**src/rtl/mc_pkg.sv**
```systemverilog
// Shared encodings for the multi-cycle control unit: opcodes, PC/ALU selects and FSM states.
package mc_pkg;

  localparam logic [3:0] OpNop  = 4'h0;
  localparam logic [3:0] OpSt   = 4'h3;
  localparam logic [3:0] OpAdd  = 4'h4;
  localparam logic [3:0] OpAddi = 4'h5;
  localparam logic [3:0] OpNeg  = 4'h6;
  localparam logic [3:0] OpSub  = 4'h7;
  localparam logic [3:0] OpJ    = 4'h8;
  localparam logic [3:0] OpBrz  = 4'h9;
  localparam logic [3:0] OpJm   = 4'hA;
  localparam logic [3:0] OpBrn  = 4'hB;
  localparam logic [3:0] OpLd   = 4'hE;
  localparam logic [3:0] OpSvpc = 4'hF;

  localparam logic [1:0] PcInc    = 2'd0;
  localparam logic [1:0] PcJump   = 2'd1;
  localparam logic [1:0] PcBranch = 2'd2;
  localparam logic [1:0] PcMem    = 2'd3;

  localparam logic [2:0] AluNone = 3'b000;
  localparam logic [2:0] AluAdd  = 3'b100;
  localparam logic [2:0] AluNeg  = 3'b010;
  localparam logic [2:0] AluSub  = 3'b001;

  typedef enum logic [2:0] {
    StIdle,
    StFetch,
    StDecode,
    StExec,
    StMem,
    StWb
  } state_e;

endpackage

```
**src/rtl/mc_tmo.sv**
```systemverilog
// Memory request timeout counter; expired flags the TMO-th consecutive unacknowledged cycle.
module mc_tmo #(
  parameter int unsigned TMO = 16
) (
  input  logic clk,
  input  logic rst,
  input  logic clr,
  input  logic en,
  output logic expired
);

  localparam int unsigned CW = $clog2(TMO + 1);

  logic [CW-1:0] cnt_q;

  always_ff @(posedge clk or posedge rst) begin
    if (rst) begin
      cnt_q <= '0;
    end else if (clr) begin
      cnt_q <= '0;
    end else if (en) begin
      cnt_q <= cnt_q + 1'b1;
    end
  end

  assign expired = en && (cnt_q == CW'(TMO - 1));

endmodule

```
**src/rtl/mc_ctrl.sv**
```systemverilog
// Multi-cycle control unit: FETCH/DECODE/EXEC/MEM/WB sequencing over a req/ack memory,
// with internal Z/N flags, illegal-opcode and bus-timeout pulses.
module mc_ctrl
  import mc_pkg::*;
#(
  parameter int unsigned IW    = 32,
  parameter int unsigned OPW   = 4,
  parameter int unsigned OPLSB = 28,
  parameter int unsigned TMO   = 16
) (
  input  logic          clk,
  input  logic          rst,
  input  logic [IW-1:0] inst,
  input  logic          z,
  input  logic          n,
  input  logic          mem_ack,
  output logic          mem_req,
  output logic          mem_we,
  output logic          addr_sel,
  output logic          ir_we,
  output logic          pc_we,
  output logic [1:0]    pc_src,
  output logic          reg_we,
  output logic          wb_sel,
  output logic          alu_src,
  output logic [2:0]    alu_op,
  output logic          flag_z,
  output logic          flag_n,
  output logic          illegal,
  output logic          bus_err
);

  state_e     state_q, state_d;
  logic [3:0] op_q, op_d;
  logic       flag_z_q, flag_z_d, flag_n_q, flag_n_d;
  logic       tmo_en, tmo_clr, tmo_expired;
  logic [OPW-1:0] inst_op;
  logic       unused_inst;

  assign inst_op     = inst[OPLSB +: OPW];
  assign unused_inst = ^inst;
  assign mem_req     = (state_q == StFetch) || (state_q == StMem);
  assign flag_z      = flag_z_q;
  assign flag_n      = flag_n_q;

  // Counter is held at zero outside unacknowledged request cycles, so every FETCH/MEM entry
  // (including a retry after timeout) starts from zero.
  assign tmo_en  = mem_req && !mem_ack;
  assign tmo_clr = !tmo_en || tmo_expired;

  mc_tmo #(
    .TMO(TMO)
  ) u_tmo (
    .clk    (clk),
    .rst    (rst),
    .clr    (tmo_clr),
    .en     (tmo_en),
    .expired(tmo_expired)
  );

  always_ff @(posedge clk or posedge rst) begin
    if (rst) begin
      state_q  <= StIdle;
      op_q     <= '0;
      flag_z_q <= 1'b0;
      flag_n_q <= 1'b0;
    end else begin
      state_q  <= state_d;
      op_q     <= op_d;
      flag_z_q <= flag_z_d;
      flag_n_q <= flag_n_d;
    end
  end

  always_comb begin
    state_d  = state_q;
    op_d     = op_q;
    flag_z_d = flag_z_q;
    flag_n_d = flag_n_q;
    mem_we   = 1'b0;
    addr_sel = 1'b0;
    ir_we    = 1'b0;
    pc_we    = 1'b0;
    pc_src   = PcInc;
    reg_we   = 1'b0;
    wb_sel   = 1'b0;
    alu_src  = 1'b0;
    alu_op   = AluNone;
    illegal  = 1'b0;
    bus_err  = 1'b0;

    unique case (state_q)
      StIdle: state_d = StFetch;
      StFetch: begin
        if (mem_ack) begin
          ir_we   = 1'b1;
          op_d    = 4'(inst_op);
          state_d = StDecode;
        end else if (tmo_expired) begin
          bus_err = 1'b1;
          state_d = StFetch;
        end
      end
      StDecode: state_d = StExec;
      StExec: begin
        state_d = StFetch;
        unique case (op_q)
          OpAdd, OpAddi, OpNeg, OpSub: begin
            alu_op   = (op_q == OpNeg) ? AluNeg : (op_q == OpSub) ? AluSub : AluAdd;
            alu_src  = (op_q == OpAddi);
            flag_z_d = z;
            flag_n_d = n;
            state_d  = StWb;
          end
          OpSvpc: begin
            alu_op  = AluAdd;
            alu_src = 1'b1;
            state_d = StWb;
          end
          OpLd, OpSt, OpJm: begin
            alu_op  = AluAdd;
            state_d = StMem;
          end
          OpJ: begin
            pc_we  = 1'b1;
            pc_src = PcJump;
          end
          OpBrz: begin
            pc_we  = 1'b1;
            pc_src = flag_z_q ? PcBranch : PcInc;
          end
          OpBrn: begin
            pc_we  = 1'b1;
            pc_src = flag_n_q ? PcBranch : PcInc;
          end
          OpNop: pc_we = 1'b1;
          default: begin
            illegal = 1'b1;
            pc_we   = 1'b1;
          end
        endcase
      end
      StMem: begin
        addr_sel = 1'b1;
        mem_we   = (op_q == OpSt);
        if (mem_ack) begin
          if (op_q == OpLd) begin
            state_d = StWb;
          end else begin
            pc_we   = 1'b1;
            pc_src  = (op_q == OpJm) ? PcMem : PcInc;
            state_d = StFetch;
          end
        end else if (tmo_expired) begin
          bus_err = 1'b1;
          state_d = StFetch;
        end
      end
      StWb: begin
        reg_we  = 1'b1;
        wb_sel  = (op_q == OpLd);
        pc_we   = 1'b1;
        state_d = StFetch;
      end
      default: state_d = StIdle;
    endcase
  end

endmodule

```
**config.mk**
```make
export PLATFORM = sky130hd
export DESIGN_NAME = mc_ctrl
export DESIGN_NICKNAME = d
export VERILOG_FILES = /design/src/rtl/mc_pkg.sv /design/src/rtl/mc_tmo.sv /design/src/rtl/mc_ctrl.sv
export SDC_FILE = /design/constraint.sdc
export NUM_CORES = 1
export LEC_CHECK = 0
export CAP_MARGIN = 40
export CORE_MARGIN = 2
export CORE_UTILIZATION = 54
export CTS_CLUSTER_DIAMETER = 120
export DETAILED_ROUTE_END_ITERATION = 12
export DONT_BUFFER_PORTS = 1
export GPL_TIMING_DRIVEN = 0
export PLACE_DENSITY = 0.71
export SYNTH_ARGS = -nofsm -noshare
export SYNTH_HDL_FRONTEND = slang
export SYNTH_SLANG_ARGS = --single-unit
```
**constraint.sdc**
```tcl
create_clock -name clk -period 1.5 [get_ports clk]
set_clock_uncertainty 0.05 [all_clocks]
set_input_delay 0.075 -clock clk [delete_from_list [all_inputs] [get_ports clk]]
set_output_delay 0.075 -clock clk [all_outputs]
set_load 0.01 [all_outputs]
```
==> results of run 1 <==
==> through the flow <==
step	setup TNS [ns]	instances	hold slack (ns)	power (mW)	area (um2)
3_5_place_dp	-0.673	116	-0.0266	1.75	970
2_1_floorplan	-0.358	100	-0.0858	1.54	950
3_3_place_gp	-0.567	116	-0.0295	1.72	970
4_1_cts	-1.10	143	0.104	2.57	1350
5_1_grt	-2.52	151	0.199	3.14	1460
6_report	-1.89	151	0.169	3.04	1460
==> what timing repair did <==
item / 4_1_cts / 5_1_grt
pin swaps: 5 / 6
resized for setup: 40 / 15
setup endpoints to repair: 14 / 18
hold buffers: 7 / 0
setup buffers: 16 / 8
endpoints found under the hold margin: 20 / 0
cloned: 0 / 1
==> power breakdown <==
group	total, mW	internal [mW]	switching (mW)
sequential	0.688	0.524	0.164
clock	0.284	0.148	0.135
combinational	2.07	1.04	1.03
total	3.04	1.71	1.33
==> metal layers <==
layer	share of wire	wire length, um
met3	0.087	295
met4	0.048	163
met2	0.50	1690
met5	0	0
met1	0.37	1240
==> flip-flops by register name, indices dropped and copies added (netlist names) <==
name / count
u_tmo.cnt_q: 5
op_q: 4
state_q: 3
flag_n: 1
flag_z: 1
==> cell usage after synthesis <==
library cell,instances,area share
o32ai_1,2,0.019
o21ai_0,2,0.011
nor4b_1,1,0.0094
and3b_1,2,0.019
clkbuf_1,2,0.0081
and4bb_2,1,0.013
buf_2,6,0.032
nand2b_1,4,0.027
buf_4,1,0.0081
a21oi_1,6,0.032
mux2_2,7,0.085
inv_1,4,0.016
nand4b_1,2,0.019
nor2b_1,4,0.027
nand3b_1,3,0.024
nand2_1,3,0.012
ha_1,2,0.027
dfrtp_1,14,0.38
nor3_1,1,0.0054
o2111ai_1,1,0.0094
nor2_1,9,0.036
and4_1,1,0.0094
xor2_1,1,0.0094
o21a_1,2,0.016
nand3_1,2,0.011
a21boi_0,1,0.0081
xnor2_1,4,0.038
a31oi_1,1,0.0067
nor3b_1,2,0.016
and2_1,1,0.0067
or3_1,2,0.013
or4_4,1,0.012
and3_1,3,0.020
a41oi_1,1,0.0094
or2_2,1,0.0067
==> cells by family after synthesis <==
kind of cell / count (synthesis) / synth area share
fa+ha+maj: 2 / 0.0269
mux: 7 / 0.0848
xor+xnor: 5 / 0.0471
flops: 14 / 0.377
compound gates: 16 / 0.112
simple gates: 43 / 0.288
buf+inv: 13 / 0.0646
==> layout make-up <==
type | instances | area [um2]
fillers | 55 | 95.1
well taps | 16 | 20.0
repair buffers | 31 | 263
plain buffers | 9 | 90.1
clock buffers | 4 | 36.3
flip-flops and latches | 14 | 353
inverters | 4 | 17.5
multi-input cells | 73 | 684
==> worst min-delay path, delay by kind of cell <==
kind / cells / cell delay (ns)
buffers and inverters: 1 / 0.17
AOI/OAI and AO/OA: 1 / 0.10
and+or+nand+nor: 1 / 0.13
==> final timing paths <==
kind,startpoint,slack [ns],endpoint,cells after the start
max,u_tmo.cnt_q[1],-0.24,u_tmo.cnt_q[2],5
min,mem_ack,0.17,state_q[1],3
max reg2reg,u_tmo.cnt_q[1],-0.24,u_tmo.cnt_q[2],5
min reg2reg,state_q[2],0.52,state_q[1],1
max in group asynchronous,rst,0.80,op_q[0],2
min in group asynchronous,rst,0.22,u_tmo.cnt_q[1],2
==> reports/qor.yml, run 1 <==
run_status:
  status: "finished with violations"
  violations: "setup timing"
clock_tree:
  cts_tree: "done"
  clock-sinks: 14
  clk_latency_ns: 0.30
  cts_buffers: 3
  clk_pin_slew_ns: 0.09
  cts_max_level: 1
  cts_root_buffer: "clkbuf_4"
  cts_max_path_buffers: 2
grt:
  grt_pass1_vias: 848
  gr-total-overflow: 0
  top_usage_layer: "met2"
  gr-usage-met1: 0.334
  grt_max_degree: 15
  use_met3: 0.0714
  grt_use_met2: 0.454
  grt_pass1_wl_mm: 3.85
  antenna_found_initial: 0
  track_usage: 0.270
detailed_routing:
  vias_per_cell: 6.65
  antenna_left: 0
  via_count: 1004
  wire_per_inst_um: 22.5
  wl_mm: 3.39
  drt_iter0_drc: 41
  drt_first_pass_iters: 4
  drc: 0
critical_path:
  worst_path_max_delay_cell: "or4_4"
  critPathArrivalTime_ns: 1.92
  critPathRequiredTime_ns: 1.67
  path_cells: "ha_2 > and3_4 > ha_4 > or4_4 > nor2_1"
  path_max_fanout: 4
  start_kind: "flip-flop"
  crit_family: "simple AND/OR/NAND/NOR gates"
  cp_num_buf_inv: 0
  cp-end-kind: "flip-flop"
  worstSetupPathType: "reg -> reg"
  cpPeakStageDelay_ns: 0.52
floorplanning:
  die_h_um: 45.5
  core-area_mm2: 0.00156
  start_util: 0.596
  die_w_um: 45.5
  fp.dieArea_mm2: 0.00207
  rows: 14
  io_pins: 54
finish:
  most-common-layout-cells: "buf_4, dfrtp_1, buf_6"
  final_util: 0.939
  layout_commonest_cell: "buf_4"
  final_nets: 175
  synthToLayoutAreaGrowth_pct: 57.5
  layout-drive-gt1-share: 0.578
  diodes: 0
timing:
  setup_viol: 15
  max_slew.worst_pin.slew_ns: 0.516
  rsz0062_at_grt: "yes"
  relSlewSlack: 0.656
  drv_slew: 0
  max_freq_ghz: 0.574
  fin_ws_ns: -0.243
  final_hold_viol_count: 0
  min_period_ns: 1.74
  layout_worst_path_cycle_share: 1.16
synthesis:
  syn_area_um2: 930
  syn-instance-count: 100
  syn_avg_cell_area_um2: 9.30
  syn_nets: 139
  synth.distinct_cells: 35
  synth-seq-cells: 14
  yosysWarnings: 0
  ys_seq_area_frac: 0.377
power_and_ir_drop:
  cellPowerDensity_mw_per_mm2: 2070
  peakVddDrop_mv: 1.48
  p_leak_nw: 0.631
job:
  cap_violations: 0
place:
  hpwl_mm: 1.39
  gp_congestion: 0.753
  port-buffer-count: 0
  post-place-ws_ns: -0.172
hold_path:
  hold_path.class: "in -> reg"
No activity file was read; power rests on OpenSTA's default activity.
==> inputs of run 2 (changes only) <==
==> constraint.sdc (replaced) <==
create_clock -name clk -period 1.5 [get_ports clk]
set_clock_uncertainty 0.05 [all_clocks]
set_input_delay 0.3 -clock clk [delete_from_list [all_inputs] [get_ports clk]]
set_output_delay 0.3 -clock clk [all_outputs]
set_load 0.01 [all_outputs]
==> run 2 against run 1 <==
Net effect: the run now fails in global routing; synthesized cell count stayed put; area after synthesis stayed put.
==> reports/qor.yml, run 2 <==
run_status:
  status: "did not finish"
  haltStage: "global routing"
  error: "[ERROR DPL-0038] Utilization greater than 100%, impossible to legalize"
synthesis:
  syn_nets: 139
  synth-seq-cells: 14
  synth.distinct_cells: 35
  synth_top_area_frac: 0.377
  ys_seq_area_frac: 0.377
  synth_top_area_cell: "dfrtp_1"
  synth_most_common_cell: "dfrtp_1"
  ys.flop_type: "dfrtp_1"
  syn_area_um2: 930
  synth_edf_count: 0
  ys_top_cells_by_count: "dfrtp_1, nor2_1, mux2_2"
  syn_avg_cell_area_um2: 9.30
  synth.area.top_cells: "dfrtp_1, mux2_2, xnor2_1, nor2_1, a21oi_1"
  syn-instance-count: 100
  async_flop_share: 1.00
  yosysWarnings: 0
grt:
  grt_max_degree: 15
place:
  hpwl_mm: 1.48
  post-place-ws_ns: -0.209
  dp.cells: 116
  port-buffer-count: 0
  gp_congestion: 0.722
clock_tree:
  cts_buffers: 3
  cts_max_level: 1
  clock-sinks: 14
  cts_max_path_buffers: 2
  cts_root_buffer: "clkbuf_4"
floorplanning:
  io_pins: 54
  rows: 14
  die_h_um: 45.5
  die_w_um: 45.5
  start_util: 0.596
timing:
  worstEndpointType: "output port"
  worst_endpoint: "pc_we"
run 2: repair_timing:
action,4_1_cts
endpoints found under the hold margin,14
resized for setup,47
endpoints found under the setup margin,19
setup buffers,21
hold buffers,1
pin swaps,12
run 2: cell families after synthesis:
logic type	synth area share
AO/OA/AOI/OAI	0.112
XOR/XNOR	0.0471
adder cells (fa/ha/maj)	0.0269
buffers and inverters	0.0646
flip-flops	0.377
multiplexers	0.0848
AND/OR/NAND/NOR	0.288
run 2: through the flow:
stage               utilization  cell area [um2]
detailed placement        0.640              997
CTS                       0.884             1380
global placement          0.640              997
floorplan                     -              977
==> inputs of run 3 (changes only) <==
Settings changed: CORE_AREA set to 2 2 63 65, CORE_MARGIN 2 to not set, CORE_UTILIZATION 54 to not set, CTS_CLUSTER_DIAMETER 120 to not set, DIE_AREA set to 0 0 65 67, PLACE_DENSITY 0.71 to not set, PLACE_DENSITY_LB_ADDON set to 0.15.
Clock period 1.5 ns to 2 ns, I/O delays scaled along.
==> run 3 against run 2 <==
Net effect: the run now ends clean.
==> reports/qor.yml, run 3 (same netlist as run 1, synthesis figures left out) <==
detailed_routing:
  wl_mm: 2.26
  antenna_left: 0
  wire_per_inst_um: 14.6
  drt_first_pass_iters: 4
  via_count: 746
  drt_iter0_drc: 25
  vias_per_cell: 4.81
  drc: 0
clock_tree:
  clk_latency_ns: 0.24
  cts_max_level: 1
  clk_pin_slew_ns: 0.06
  cts_root_buffer: "clkbuf_8"
  cts_buffers: 3
  cts_max_path_buffers: 2
  holdBufCountCts: 0
  clock-sinks: 14
  cts_tree: "done"
place:
  hpwl_mm: 1.69
  gp_congestion: 0.676
  port-buffer-count: 0
  post-place-ws_ns: 0.127
finish:
  largest_reg_flops: 5
  fill_cells: 398
  synthToLayoutAreaGrowth_pct: 22.9
  final_util: 0.317
  most-common-layout-cells: "dfrtp_1, nor2_1, mux2_2"
  multiInputGateArea_um2: 578
  layout-drive-gt1-share: 0.364
  layout_commonest_cell: "dfrtp_1"
  top_register: "u_tmo.cnt_q"
  register_area_um2: 353
  top_regs: "u_tmo.cnt_q x5, op_q x4, state_q x3"
  final_nets: 148
  diodes: 0
floorplanning:
  io_pins: 54
  core-area_mm2: 0.00361
  rows: 22
  fp.dieArea_mm2: 0.00436
  die_w_um: 65
  start_util: 0.258
  die_h_um: 67
critical_path:
  startpoint: "state_q[1]"
  reg2reg_from: "u_tmo.cnt_q[0]"
  cp-end-kind: "primary output"
  critPathArrivalTime_ns: 1.47
  path_cells: "buf_6 > nor2b_4 > nand2b_4 > inv_4 > nand4b_1 > a21oi_2"
  worst_path_max_delay_cell: "dfrtp_1"
  critPathRequiredTime_ns: 1.55
  start_kind: "flip-flop"
  path_max_fanout: 10
  crit_family: "simple AND/OR/NAND/NOR gates"
  worstSetupPathType: "reg -> out"
  cpPeakStageDelay_ns: 0.38
  cp_num_buf_inv: 2
timing:
  final_hold_viol_count: 0
  max_slew.worst_pin.slew_ns: 0.539
  drv_slew: 0
  min_period_ns: 1.92
  hold_ws_ns: 0.0331
  fin_setup_tns_ns: 0
  relSlewSlack: 0.640
  fin_ws_ns: 0.0794
  setup_viol: 0
  max_freq_ghz: 0.521
  layout_worst_path_cycle_share: 0.960
grt:
  grt_max_degree: 15
  grt_pass1_wl_mm: 3.76
  grt_pass1_vias: 750
  gr-total-overflow: 0
  antenna_found_initial: 0
  track_usage: 0.117
hold_path:
  hold_path.class: "in -> async"
power_and_ir_drop:
  cellPowerDensity_mw_per_mm2: 1500
  p_leak_nw: 0.451
  peakVddDrop_mv: 0.367
  finalPower_mw: 1.72
run_status:
  status: "finished clean"
job:
  cap_violations: 0
run 3: timing repair:
| item | CTS | global route |
|---|---|---|
| setup endpoints to repair | 7 | 7 |
| setup buffers | 1 | 3 |
| pin swaps | 1 | 2 |
| resized for setup | 8 | 17 |
run 3: where the power goes:
group / switching, mW / total [mW] / internal, mW
combinational: 0.535 / 1.00 / 0.465
sequential: 0.0935 / 0.487 / 0.394
clock: 0.0964 / 0.230 / 0.133
total: 0.725 / 1.72 / 0.992
run 3: cell type report:
type,instances,area share
repair buffers,4,0.0263
multi-input cells,73,0.506
flip-flops and latches,14,0.309
plain buffers,9,0.0548
clock buffers,3,0.0361
inverters,4,0.0153
well taps,48,0.0526
run 3: final timing paths:
path | to | slack, ns | cells after the start
worst max-delay path | pc_src[1] | 0.08 | 6
worst min-delay path | op_q[1] | 0.03 | 1
worst max register to register | u_tmo.cnt_q[3] | 0.25 | 5
worst min register to register | u_tmo.cnt_q[0] | 0.40 | 1
max in group asynchronous | state_q[2] | 1.48 | 1
min in group clk | op_q[2] | 0.25 | 1
run 3: per-layer routing:
metal | vias to the layer above | GRT usage | wire [um]
li1 | 371 | - | -
met1 | 355 | 0.143 | 1020
met2 | 16 | 0.180 | 1060
met3 | 4 | 0.0355 | 126
met4 | 0 | 0.0718 | 55
met5 | - | 0 | 0
run 3: stage by stage:
step                cells  area, um2
finish                155       1140
global route          155       1140
CTS                   152       1070
detailed placement    148        990
global placement      148        990
floorplan             100        930
run 3: worst register-to-register path: cells and delay by family, from the launching register on:
kind	cells	cell delay, ns
simple gates	3	0.83
fa+ha+maj	2	0.41
flops	1	0.39
==> inputs of run 4 (changes only) <==
Clock period 2 ns to 1.71 ns, I/O delays scaled along.
==> run 4 against run 3 <==
Net effect: the run now ends with hold timing, setup timing left; worst setup slack worse by 0.23 ns; cell count rose by 10%; hold slack worse by 0.054 ns; clock-buffer cell count unchanged; first-iteration DRC count rose by 4.0%; sequential share of layout area is 5.4 points lower; register-to-register slack got worse by 0.19 ns; clock power is 17% higher; power is 45% higher; critical path depth down 3; via count increased by 12%; combinational power is 63% higher; critical path type unchanged; critical endpoint is now pc_src[0]; highest routed layer unchanged.
==> reports/qor.yml, run 4 (same netlist as run 1, synthesis figures left out) <==
detailed_routing:
  vias_per_cell: 4.87
  drt_first_pass_iters: 4
  drc: 0
  via_count: 832
  antenna_left: 0
  wl_mm: 2.68
  wire_per_inst_um: 15.7
  drt_iter0_drc: 26
timing:
  drv_slew: 0
  final_hold_viol_count: 14
  max_freq_ghz: 0.537
  layout_worst_path_cycle_share: 1.09
  hold_ws_ns: -0.0213
  rsz0062_at_grt: "yes"
  min_period_ns: 1.86
  max_slew.worst_pin.slew_ns: 0.550
  fin_ws_ns: -0.152
  setup_viol: 8
  relSlewSlack: 0.633
finish:
  synthToLayoutAreaGrowth_pct: 48.7
  largest_reg_flops: 5
  top_regs: "u_tmo.cnt_q x5, op_q x4, state_q x3"
  layout-drive-gt1-share: 0.569
  diodes: 0
  finalNonFillerCells: 171
  fill_cells: 378
  top_register: "u_tmo.cnt_q"
  most-common-layout-cells: "buf_4, dfrtp_1, mux2_2"
  layout_commonest_cell: "buf_4"
  final_nets: 164
clock_tree:
  clk_latency_ns: 0.25
  cts_max_path_buffers: 2
  cts_tree: "done"
  cts_max_level: 1
  cts_buffers: 3
  cts_root_buffer: "clkbuf_8"
  clock-sinks: 14
  clk_pin_slew_ns: 0.06
  holdBufCountCts: 0
power_and_ir_drop:
  p_leak_nw: 0.566
  peakVddDrop_mv: 0.436
  cellPowerDensity_mw_per_mm2: 1800
run_status:
  violations: "hold timing, setup timing"
  status: "finished with violations"
grt:
  grt_pass1_vias: 837
  grt_max_degree: 15
  grt_pass1_wl_mm: 4.18
  antenna_found_initial: 0
  gr-total-overflow: 0
  track_usage: 0.130
place:
  post-place-ws_ns: -0.105
  port-buffer-count: 0
  gp_congestion: 0.676
  hpwl_mm: 1.69
  dp.cells: 148
floorplanning:
  start_util: 0.258
  fp.dieArea_mm2: 0.00436
  die_h_um: 67
  io_pins: 54
  die_w_um: 65
  rows: 22
  core-area_mm2: 0.00361
critical_path:
  start_kind: "flip-flop"
  worstSetupPathType: "reg -> out"
  path_cells: "buf_6 > or3_4 > a21oi_2"
  worst_path_max_delay_cell: "dfrtp_2"
  cpPeakStageDelay_ns: 0.46
  startpoint: "op_q[0]"
  path_max_fanout: 10
  critPathRequiredTime_ns: 1.32
  worstReg2RegEnd: "u_tmo.cnt_q[0]"
  cp-end-kind: "primary output"
  reg2reg_from: "u_tmo.cnt_q[0]"
  critPathArrivalTime_ns: 1.47
  reg2regPathDepth: 5
  ff2ff_setup_slack_ns: 0.06
hold_path:
  hold_path.class: "in -> async"
job:
  cap_violations: 0
## run 4: changes by cell type in the layout (fill, tap and decap cells not counted), sizes merged
cell and delta:
buf +16
## run 4: worst max-delay path, delay by kind of cell (launching register included)
family	cells	cell delay, ns
buffers and inverters	1	0.17
AOI/OAI and AO/OA	1	0.21
DFF	1	0.46
and+or+nand+nor	1	0.39
## run 4: layout make-up
class / count / area (um2) / share of cell area
multi-input combinational: 73 / 676 / 0.489
sequential: 14 / 353 / 0.255
timing repair buffer: 20 / 145 / 0.105
buffer: 9 / 90.1 / 0.0652
tap: 48 / 60.1 / 0.0434
clock buffer: 3 / 41.3 / 0.0299
inverter: 4 / 17.5 / 0.0127
## run 4: layer usage
metal	GRT usage	up-vias	wire length, um
li1	-	397	-
met1	0.159	409	1150
met2	0.205	20	1330
met3	0.0321	6	124
met4	0.0798	0	72
met5	0	-	0
## run 4: worst max path at each step
stage | endpoint | slack (ns)
finish | pc_src[0] | -0.15
global route | pc_src[0] | -0.19
CTS | pc_src[1] | -0.14
detailed placement | bus_err | -0.11
global placement | bus_err | -0.14
floorplan | bus_err | 0.03
## run 4: timing repair
item | in CTS | in global routing
setup buffers | 11 | 8
gates cloned | 0 | 1
endpoints found under the setup margin | 14 | 17
pin swaps | 11 | 8
resized for setup | 42 | 12
## run 4: report_power, final
group / internal, mW / total (mW) / switching [mW]
logic: 0.833 / 1.63 / 0.795
clock network: 0.156 / 0.270 / 0.115
registers: 0.461 / 0.593 / 0.131
## run 4: stage by stage
stage          TNS [ns]   util  power, mW  area [um2]
2_1_floorplan         0      -       1.35         930
3_3_place_gp     -0.577  0.274       1.55         990
3_5_place_dp     -0.509  0.274       1.57         990
4_1_cts          -0.670  0.355       2.28        1280
5_1_grt           -1.17  0.383       2.65        1380
6_report         -0.611  0.383       2.49        1380
